`src/rtl/reorder_ring.sv`:
```
// rtl/reorder_ring.sv - in-order commit ring for out-of-order writeback with flush on redirect
module reorder_ring #(
  parameter int DEPTH = 8,
  parameter int XLEN  = 32,
  parameter int NWB   = 2,
  localparam int TAGW = $clog2(DEPTH)
) (
  input  logic                 clk,
  input  logic                 rst,
  input  logic                 alloc_valid,
  output logic                 alloc_ready,
  input  logic [1:0]           alloc_kind,
  input  logic [4:0]           alloc_rd,
  input  logic [XLEN-1:0]      alloc_pc,
  output logic [TAGW-1:0]      alloc_tag,
  input  logic [NWB-1:0]       wb_valid,
  input  logic [NWB*TAGW-1:0]  wb_tag,
  input  logic [NWB*XLEN-1:0]  wb_value,
  input  logic [NWB-1:0]       wb_redirect,
  input  logic [NWB*XLEN-1:0]  wb_target,
  output logic                 commit_valid,
  output logic                 commit_store,
  output logic [4:0]           commit_rd,
  output logic [XLEN-1:0]      commit_value,
  output logic [TAGW-1:0]      commit_tag,
  output logic                 flush,
  output logic [XLEN-1:0]      flush_pc,
  output logic [TAGW:0]        count,
  output logic                 empty
);

  localparam logic [TAGW:0] FULL_CNT = (TAGW+1)'(DEPTH);

  logic [TAGW-1:0]  head_q, head_d, tail_q, tail_d;
  logic [TAGW:0]    count_q, count_d;
  logic [DEPTH-1:0] busy_q, busy_d, done_q, done_d, redir_q, redir_d;
  logic [1:0]       kind_q   [DEPTH];
  logic [1:0]       kind_d   [DEPTH];
  logic [4:0]       rd_q     [DEPTH];
  logic [4:0]       rd_d     [DEPTH];
  logic [XLEN-1:0]  pc_q     [DEPTH];
  logic [XLEN-1:0]  pc_d     [DEPTH];
  logic [XLEN-1:0]  value_q  [DEPTH];
  logic [XLEN-1:0]  value_d  [DEPTH];
  logic [XLEN-1:0]  target_q [DEPTH];
  logic [XLEN-1:0]  target_d [DEPTH];

  logic             commit_valid_q, commit_valid_d, commit_store_q, commit_store_d;
  logic [4:0]       commit_rd_q, commit_rd_d;
  logic [XLEN-1:0]  commit_value_q, commit_value_d;
  logic [TAGW-1:0]  commit_tag_q, commit_tag_d;
  logic             flush_q, flush_d;
  logic [XLEN-1:0]  flush_pc_q, flush_pc_d;

  logic             alloc_fire, commit_fire, do_flush;
  logic [1:0]       head_kind;
  logic [TAGW-1:0]  wtag;

  assign alloc_ready  = (count_q < FULL_CNT);
  assign alloc_tag    = tail_q;
  assign count        = count_q;
  assign empty        = (count_q == '0);
  assign commit_valid = commit_valid_q;
  assign commit_store = commit_store_q;
  assign commit_rd    = commit_rd_q;
  assign commit_value = commit_value_q;
  assign commit_tag   = commit_tag_q;
  assign flush        = flush_q;
  assign flush_pc     = flush_pc_q;

  always_comb begin
    head_d = head_q;   tail_d = tail_q;   count_d = count_q;
    busy_d = busy_q;   done_d = done_q;   redir_d = redir_q;
    kind_d = kind_q;   rd_d = rd_q;       pc_d = pc_q;
    value_d = value_q; target_d = target_q;
    commit_valid_d = 1'b0;
    commit_store_d = 1'b0;
    commit_rd_d    = commit_rd_q;
    commit_value_d = commit_value_q;
    commit_tag_d   = commit_tag_q;
    flush_d        = 1'b0;
    flush_pc_d     = flush_pc_q;
    wtag           = '0;

    head_kind   = kind_q[head_q];
    alloc_fire  = alloc_valid && alloc_ready;
    commit_fire = busy_q[head_q] && done_q[head_q];
    do_flush    = commit_fire && redir_q[head_q];

    if (commit_fire) begin
      commit_valid_d = 1'b1;
      commit_store_d = (head_kind == 2'b01);
      commit_tag_d   = head_q;
      commit_rd_d    = (head_kind == 2'b00 || head_kind == 2'b11) ? rd_q[head_q] : 5'd0;
      case (head_kind)
        2'b11:   commit_value_d = pc_q[head_q] + XLEN'(4);
        2'b00:   commit_value_d = value_q[head_q];
        default: commit_value_d = '0;
      endcase
    end

    // A redirecting commit squashes everything younger, including this cycle's traffic.
    if (do_flush) begin
      flush_d    = 1'b1;
      flush_pc_d = target_q[head_q];
      busy_d     = '0;
      done_d     = '0;
      head_d     = '0;
      tail_d     = '0;
      count_d    = '0;
    end else begin
      // Ascending loop: a higher channel hitting the same tag overwrites a lower one.
      for (int k = 0; k < NWB; k++) begin
        wtag = wb_tag[k*TAGW +: TAGW];
        if (wb_valid[k] && busy_q[wtag]) begin
          done_d[wtag]   = 1'b1;
          value_d[wtag]  = wb_value[k*XLEN +: XLEN];
          redir_d[wtag]  = wb_redirect[k];
          target_d[wtag] = wb_target[k*XLEN +: XLEN];
        end
      end
      if (commit_fire) begin
        busy_d[head_q] = 1'b0;
        done_d[head_q] = 1'b0;
        head_d         = head_q + 1'b1;
      end
      if (alloc_fire) begin
        busy_d[tail_q]  = 1'b1;
        done_d[tail_q]  = 1'b0;
        redir_d[tail_q] = 1'b0;
        kind_d[tail_q]  = alloc_kind;
        rd_d[tail_q]    = alloc_rd;
        pc_d[tail_q]    = alloc_pc;
        tail_d          = tail_q + 1'b1;
      end
      count_d = count_q + {{TAGW{1'b0}}, alloc_fire} - {{TAGW{1'b0}}, commit_fire};
    end
  end

  always_ff @(posedge clk) begin
    if (!rst) begin
      head_q         <= '0;
      tail_q         <= '0;
      count_q        <= '0;
      busy_q         <= '0;
      done_q         <= '0;
      commit_valid_q <= 1'b0;
      commit_store_q <= 1'b0;
      commit_rd_q    <= '0;
      commit_value_q <= '0;
      commit_tag_q   <= '0;
      flush_q        <= 1'b0;
      flush_pc_q     <= '0;
    end else begin
      head_q         <= head_d;
      tail_q         <= tail_d;
      count_q        <= count_d;
      busy_q         <= busy_d;
      done_q         <= done_d;
      commit_valid_q <= commit_valid_d;
      commit_store_q <= commit_store_d;
      commit_rd_q    <= commit_rd_d;
      commit_value_q <= commit_value_d;
      commit_tag_q   <= commit_tag_d;
      flush_q        <= flush_d;
      flush_pc_q     <= flush_pc_d;
    end
  end

  // Payload is only meaningful while busy, so it needs no reset.
  always_ff @(posedge clk) begin
    redir_q  <= redir_d;
    kind_q   <= kind_d;
    rd_q     <= rd_d;
    pc_q     <= pc_d;
    value_q  <= value_d;
    target_q <= target_d;
  end

endmodule

```
`config.mk`:
```
export PLATFORM = sky130hd
export DESIGN_NAME = reorder_ring
export DESIGN_NICKNAME = d
export VERILOG_FILES = /design/src/rtl/reorder_ring.sv
export SDC_FILE = /design/constraint.sdc
export NUM_CORES = 2
export LEC_CHECK = 0
export BUFFER_PORTS_ARGS = -buffer_cell sky130_fd_sc_hd__buf_4
export CORE_MARGIN = 2
export CORE_UTILIZATION = 35
export CTS_BUF_LIST = sky130_fd_sc_hd__clkbuf_4
export DETAILED_ROUTE_END_ITERATION = 12
export PLACE_DENSITY = 0.51
export SYNTH_ARGS = -nofsm -noshare
export SYNTH_HDL_FRONTEND = slang
export SYNTH_SLANG_ARGS = --single-unit
```
`constraint.sdc`:
```
create_clock -name clk -period 15.1 [get_ports clk]
set_clock_uncertainty 0.1 [all_clocks]
set_input_delay 2.265 -clock clk [delete_from_list [all_inputs] [get_ports clk]]
set_output_delay 2.265 -clock clk [all_outputs]
set_load 0.005 [all_outputs]
```
# --- After elaboration in Yosys (flattened, before gate mapping) ---
# Cells that the tools add are included.
# W data, S select, Z words.
word_totals:
  regBits: 933
  latch_bits: 0
  mem_bits_rw: 0
  romBits: 0
  elab_cells: 186
  n_memories: 0
op_classes:
  add_sub_neg: 5
  multipliers: 0
  div_mod_pow: 0
  order_cmp: 16
  n_eq_ne: 2
  shifts: 0
  mux: 77
  bitwise_logic: 15
  n_reduce_logical: 18
op_table:
  columns: ["cell", "count"]
  rows:
  - ["$mux W256", 6]
  - ["$bwmux W256", 5]
  - ["$bmux W32 S3", 3]
  - ["$demux W32 S3", 3]
  - ["$mux W32", 9]
  - ["$mux W8", 15]
  - ["$pmux W32 S2", 1]
  - ["$bwmux W40", 1]
  - ["$add A32 B3 Y32 const B", 1]
  - ["$and A8 B8 Y8", 4]
  - ["$or A8 B8 Y8", 3]
  - ["$mux W5", 4]
  - ["$bwmux W16", 1]
  - ["$bwmux W8", 2]
  - ["$ge A4 B4 Y1 const B", 4]
  - ["$lt A3 B4 Y1 const B", 4]
  - ["$not A3 Y4", 4]
  - ["$not A8 Y8", 2]
  - ["$bmux W1 S3", 5]
  - ["$bmux W5 S3", 1]
  - ["$demux W5 S3", 1]
  - ["$demux W1 S3", 4]
  - ["$ge A3 B1 Y1 const B", 4]
  - ["$logic_and A1 B1 Y1", 12]
  - ["other kinds (17)", 34]

# --- Longest topological paths before layout ---
logic_depth:
  ltp_word: 15
  depth_mapped: 18

# --- Least setup slack after synthesis ---
# No wires, ideal clock.
synth_timing:
  path_kind: "reg2reg"
  startpoint: "register head_q[1]"
  endpoint: "register done_q[1]"
  setup_time_ns: 0.096
  arrival_ns: 14.129
  t_required_ns: 14.904
  setup_slack_ns: 0.776
  path_stages_with_launch: 14
  n_path_buf: 5
  period_less_slack_ns: 14.324
  cell_sequence: "dfxtp_1 buf_6 buf_6 buf_6 mux4_2 or2_2 nand3_1 inv_1 and2_1 clkbuf_1 inv_1 nand2_1 buf_2 nor4b_1"
synth_via:
  elab_chain_cells: 10
  elab_cells_between_ends: 20
  classes_between: "order compare (2); mux (11); bitwise (3); reduce/logical (4)"
synth_lines:
  columns: ["element", "line", "rtl"]
  rows:
  - ["start: declaration", "34", "logic [TAGW-1:0] head_q, head_d, tail_q, tail_d;"]
  - ["start signal: assignment", "142", "head_q <= '0;"]
  - ["start signal: assignment", "155", "head_q <= head_d;"]
  - ["$lt A3 B4 Y1 (implied by the code) or $ge A3 B1 Y1 (tied branches)", "124", "done_d[head_q] = 1'b0;"]
  - ["$logic_and A1 B1 Y1 (implied by the code)", "124", null]
  - ["$mux W1 (implied by the code)", "124", null]
  - ["$demux W1 S3", "124", null]
  - ["$not A8 Y8 (no line)", null, null]
  - ["$and A8 B8 Y8 (no line)", null, null]
  - ["$mux W8", "122", "if (commit_fire) begin"]
  - ["$mux W8", "103", "if (do_flush) begin"]
  - ["$and A8 B8 Y8 (no line)", null, null]
  - ["$mux W8", "127", "if (alloc_fire) begin"]
  - ["end signal: assignment", "159", "done_q <= done_d;"]
  - ["end: declaration", "36", "logic [DEPTH-1:0] busy_q, busy_d, done_q, done_d, redir_q, redir_d;"]
# Parallel ways exist; a longest one is shown, timed or not. The select of a mux whose other input is x is not followed.
# A chain may end at the register's enable or synchronous reset.

# --- Worst setup path after layout ---
layout_timing:
  startpoint: "register head_q[0]"
  endpoint: "register value_q[96] (netlist bit) (enable)"
layout_via:
  elab_chain_cells: 4
  elab_cells_between_ends: 8
  classes_between: "mux (6); reduce/logical (2)"
layout_lines:
  columns: ["element", "line", "rtl"]
  rows:
  - ["$bmux W1 S3", "87", "commit_fire = busy_q[head_q] && done_q[head_q];"]
  - ["$mux W1 (implied by the code)", "87", null]
  - ["$logic_and A1 B1 Y1", "87", null]
  - ["$logic_and A1 B1 Y1 (*)", "88", "do_flush = commit_fire && redir_q[head_q];"]
  - ["end signal: assignment", "176", "value_q <= value_d;"]
  - ["end: declaration", "43", "logic [XLEN-1:0] value_q [DEPTH];"]
# Every way passes the cells marked *; elsewhere a longest branch is shown, timed or not. The select of a mux whose other input is x is not followed.

==> results.sh <==
export IMPL_run_status="completed"
export IMPL_max_slew_worst_pin_slew_ps=1150
export IMPL_syn_cell_area_um2=47400
export IMPL_static_leakage_power_nw=20.0
export IMPL_p_comb_share_pct=13.1
export IMPL_synth_xor_xnor_area_share_pct=0.351
export IMPL_post_synth_num_cell_types=70
export IMPL_slowest_stage_delay_on_critical_path_ps=880
export IMPL_die_area_um2=138000
export IMPL_die_width_um=372
export IMPL_worst_r2r_startpoint="head_q[0]"
export IMPL_worstSetupStartpointType="flop"
export IMPL_number_of_gates_resized_after_cts=0
export IMPL_gr_total_overflow=0
export IMPL_headroom_to_the_max_slew_limit_pct=23.0
export IMPL_fp_coreArea_um2=134000
export IMPL_syn_nets=3896
export IMPL_internal_power_mw=4.99
export IMPL_detail_route_drc_violations=0
export IMPL_detail_route_iter0_violations=2757
export IMPL_critical_path_arrival_ps=7880
export IMPL_crit_path_top_delay_cell="buf_4"
export IMPL_crit_reg2reg_capture="value_q[96]"
export IMPL_route_final_wire_length_um=146000
export IMPL_synth_top_family_by_area="multiplexers"
export IMPL_areaGrowthSynthToFinish_pct=13.9
export IMPL_worst_setup_hold_path_clk_slew_ps=70
export IMPL_cts_hold_repair_buffers=0
export IMPL_tns_ps=0
export IMPL_route_vias_total=31400
export IMPL_worst_path_dominant_cell_family="buffers and inverters"
export IMPL_wl_per_cell_um=24.8
export IMPL_syn_inst=3704
export IMPL_multi_input_area_um2=18700
export IMPL_place_gp_congestion=0.782
export IMPL_launch_point_of_the_worst_path="head_q[0]"
export IMPL_grt_pass1_vias=31500
export IMPL_preCtsSetupSlack_ps=7870
export IMPL_final_nets=4107
export IMPL_regArea_um2=27000
export IMPL_synth_compound_area_share_pct=7.51
export IMPL_ys_seq_area_share_pct=57.0
export IMPL_clock_power_share_pct=36.4
export IMPL_fraction_of_the_mapped_netlist_area_in_simple_logic_gates_pct=7.28
export IMPL_critical_path_peak_fanout=115
export IMPL_num_io_pins=264
export IMPL_end_kind="flop"
export IMPL_antenna_found_initial=29
export IMPL_power_share_switching_pct=25.9
export IMPL_ys_async_sr_fraction_pct=0
export IMPL_layout_cell_area_non_filler_um2=53900
export IMPL_period_minus_slack_ps=7170
export IMPL_yosys_warnings=0
export IMPL_final_hold_viol_count=0
export IMPL_vias_per_cell=5.34
export IMPL_utilization_pct=40.3
export IMPL_cts_made_buffers=289
export IMPL_synth_seq_cells=933
export IMPL_yosys_mux_area_fraction_pct=23.6
export IMPL_setup_violations_final=0
export IMPL_p_switching_mw=1.75
export IMPL_power_density_nw_per_um2=125
export IMPL_drive_gt1_share_pct=24.9
export IMPL_critical_path_cell_chain="buf_4 > mux4_1 > mux2_2 > nand3_4 > buf_4 > inv_1 > and2_1 > buf_4 > inv_8 > buf_4 > buf_4"
export IMPL_clock_sink_count=933
export IMPL_grt_start_max_net_pins=155
export IMPL_grt_pass1_wl_um=214000
export IMPL_effective_utilization_at_floorplan_pct=35.4
export IMPL_hpwlAfterDp_um=83500
export IMPL_critPathRequiredTime_ps=15810
export IMPL_post_route_period_util_pct=47.5
export IMPL_hold_slack_ps=350
export IMPL_cell_area_after_placement_um2=50400
export IMPL_rows=134
export IMPL_power_frac_seq_pct=50.6
export IMPL_achievable_frequency_mhz=139
export IMPL_maxCapViolations=0
export IMPL_vdd_ir_drop_max_mv=0.0733
export IMPL_timing_setup_critical_path_class="reg2reg"
export IMPL_r2r_slack_ps=7930
export IMPL_hold_class="reg2reg"
export IMPL_route_antenna_remaining_nets=0
export IMPL_die_h_um=372
export IMPL_avgSynthCellArea_um2=12.8
export IMPL_number_of_enable_flip_flop_cells_after_synthesis=832
export IMPL_post_cts_setup_buffer_count=0
export IMPL_track_usage_pct=21.0
export IMPL_finalMaxSlewViolations=0
export IMPL_port_bufs=263
export IMPL_ctsLongestPathBuffers=4
export IMPL_timing_critical_path_mode_cell="buf_4"
export IMPL_final_fill_count=12800
export IMPL_critical_path_endpoint="value_q[96]"
export IMPL_yosys_most_used_dff="edfxtp_1"
export IMPL_ctsHtreeMaxLevel=5
export IMPL_timing_final_ws_setup_ps=7930
export IMPL_tritoncts="done"
export IMPL_cts_root_buf="clkbuf_4"
export IMPL_post_synth_fa_ha_maj_area_fraction_pct=0.333
export IMPL_cp_buffers_inverters=7
export IMPL_clkLatencyLatePin_ps=1220
export IMPL_timing_critical_path_depth=11
export IMPL_detail_route_first_pass_iterations=5
export IMPL_setup_repair_after_global_routing_missed_its_margin="false"
export IMPL_reg2reg_depth=11
-- worst min path at each step --
| stage | end | startpoint | cells after the start | slack, ps |
|---|---|---|---|---|
| finish | flush_pc[16] | flush_pc[16] | 2 | 350 |
| global route | flush_pc[2] | flush_pc[2] | 2 | 380 |
| CTS | flush_pc[1] | flush_pc[1] | 2 | 360 |
| detailed placement | flush_pc[16] | flush_pc[16] | 2 | 340 |
| global placement | flush_pc[21] | flush_pc[21] | 2 | 340 |
| floorplan | flush_pc[0] | flush_pc[0] | 2 | 350 |
-- placed cells by master (no fill, tap or decap), types with 29 or more instances in the layout --
cell type  instances
mux2i_1          591
clkinv_1          46
nor2_1           125
buf_4            318
o21ai_0          496
nand2_1          537
edfxtp_1         832
a21oi_1          116
mux2_2            29
dfxtp_1           98
clkbuf_4         428
mux4_2           186
-- per-layer routing --
metal	vias to the layer above	GRT usage [%]	part of all wire, %
li1	14500	-	-
met1	15500	28.5	44
met2	1113	32.3	46
met3	295	5.64	7.8
met4	28	7.61	2.8
met5	-	0	0.12
-- power by group through the flow --
stage	Sequential, mW	Clock (mW)	Combinational [mW]
floorplan	3.39	0	0.622
global placement	3.45	0	0.862
detailed placement	3.46	0	0.887
CTS	3.41	2.54	0.885
global route	3.45	2.67	0.977
finish	3.41	2.45	0.881
-- stage by stage --
step / power, mW / std cells
floorplan: 4.01 / 3704
global placement: 4.31 / 5392
detailed placement: 4.34 / 5392
CTS: 6.83 / 5877
global route: 7.10 / 5887
finish: 6.74 / 5891
-- Yosys cell counts (all sizes together), types with 5 or more instances --
cell type,n,share of area (%)
a21oi,116,1.2
a22oi,14,0.22
a311oi,6,0.11
and2,12,0.16
and3,7,0.092
buf,184,2.0
clkbuf,215,1.7
dfxtp,101,4.3
edfxtp,832,53
ha,11,0.29
inv,18,0.14
mux2,30,0.71
mux2i,593,13
mux4,213,10
nand2,538,4.3
nand2b,13,0.17
nand3,18,0.20
nand3b,5,0.079
nor2,130,1.0
nor2b,8,0.11
nor3,32,0.34
nor3b,5,0.079
nor4,8,0.14
nor4b,9,0.23
o211ai,5,0.079
o21ai,502,5.3
o22ai,7,0.092
or2,9,0.12
xnor2,8,0.15
xor2,11,0.20
-- worst register-to-register path: stages, from the launching register on --
cell and delay [ps]:
dfxtp_4 660, buf_4 840, mux4_1 710, mux2_2 340, nand3_4 90, buf_4 520, inv_1 610, and2_1 290
buf_4 240, inv_8 630, buf_4 900, buf_4 810
-- registers in the layout, summed over array words and instances, names as in the netlist, 3 cells and up --
name          flops
kind_q           16
value_q         256
done_q            8
redir_q           8
commit_value     32
flush_pc         32
pc_q            256
target_q        256
alloc_tag         3
head_q            3
count             4
rd_q             40
commit_rd         5
busy_q            8
commit_tag        3
-- cell families after synthesis --
kind of cell | count (synthesis)
AOI/OAI and AO/OA | 675
DFF | 933
and+or+nand+nor | 810
buffers and inverters | 419
adders and majority gates | 12
muxes | 836
xor gates and xnor gates | 19
-- cell type report --
| cell class | count | area share (%) |
|---|---|---|
| inverter | 19 | 0.151 |
| tap | 1768 | 4.10 |
| antenna | 14 | 0.0650 |
| sequential | 933 | 50.1 |
| multi-input combinational | 2352 | 34.6 |
| timing repair buffer | 320 | 4.50 |
| clock inverter | 57 | 0.506 |
| clock buffer | 428 | 5.96 |
No activity file was read; power rests on OpenSTA's default activity.
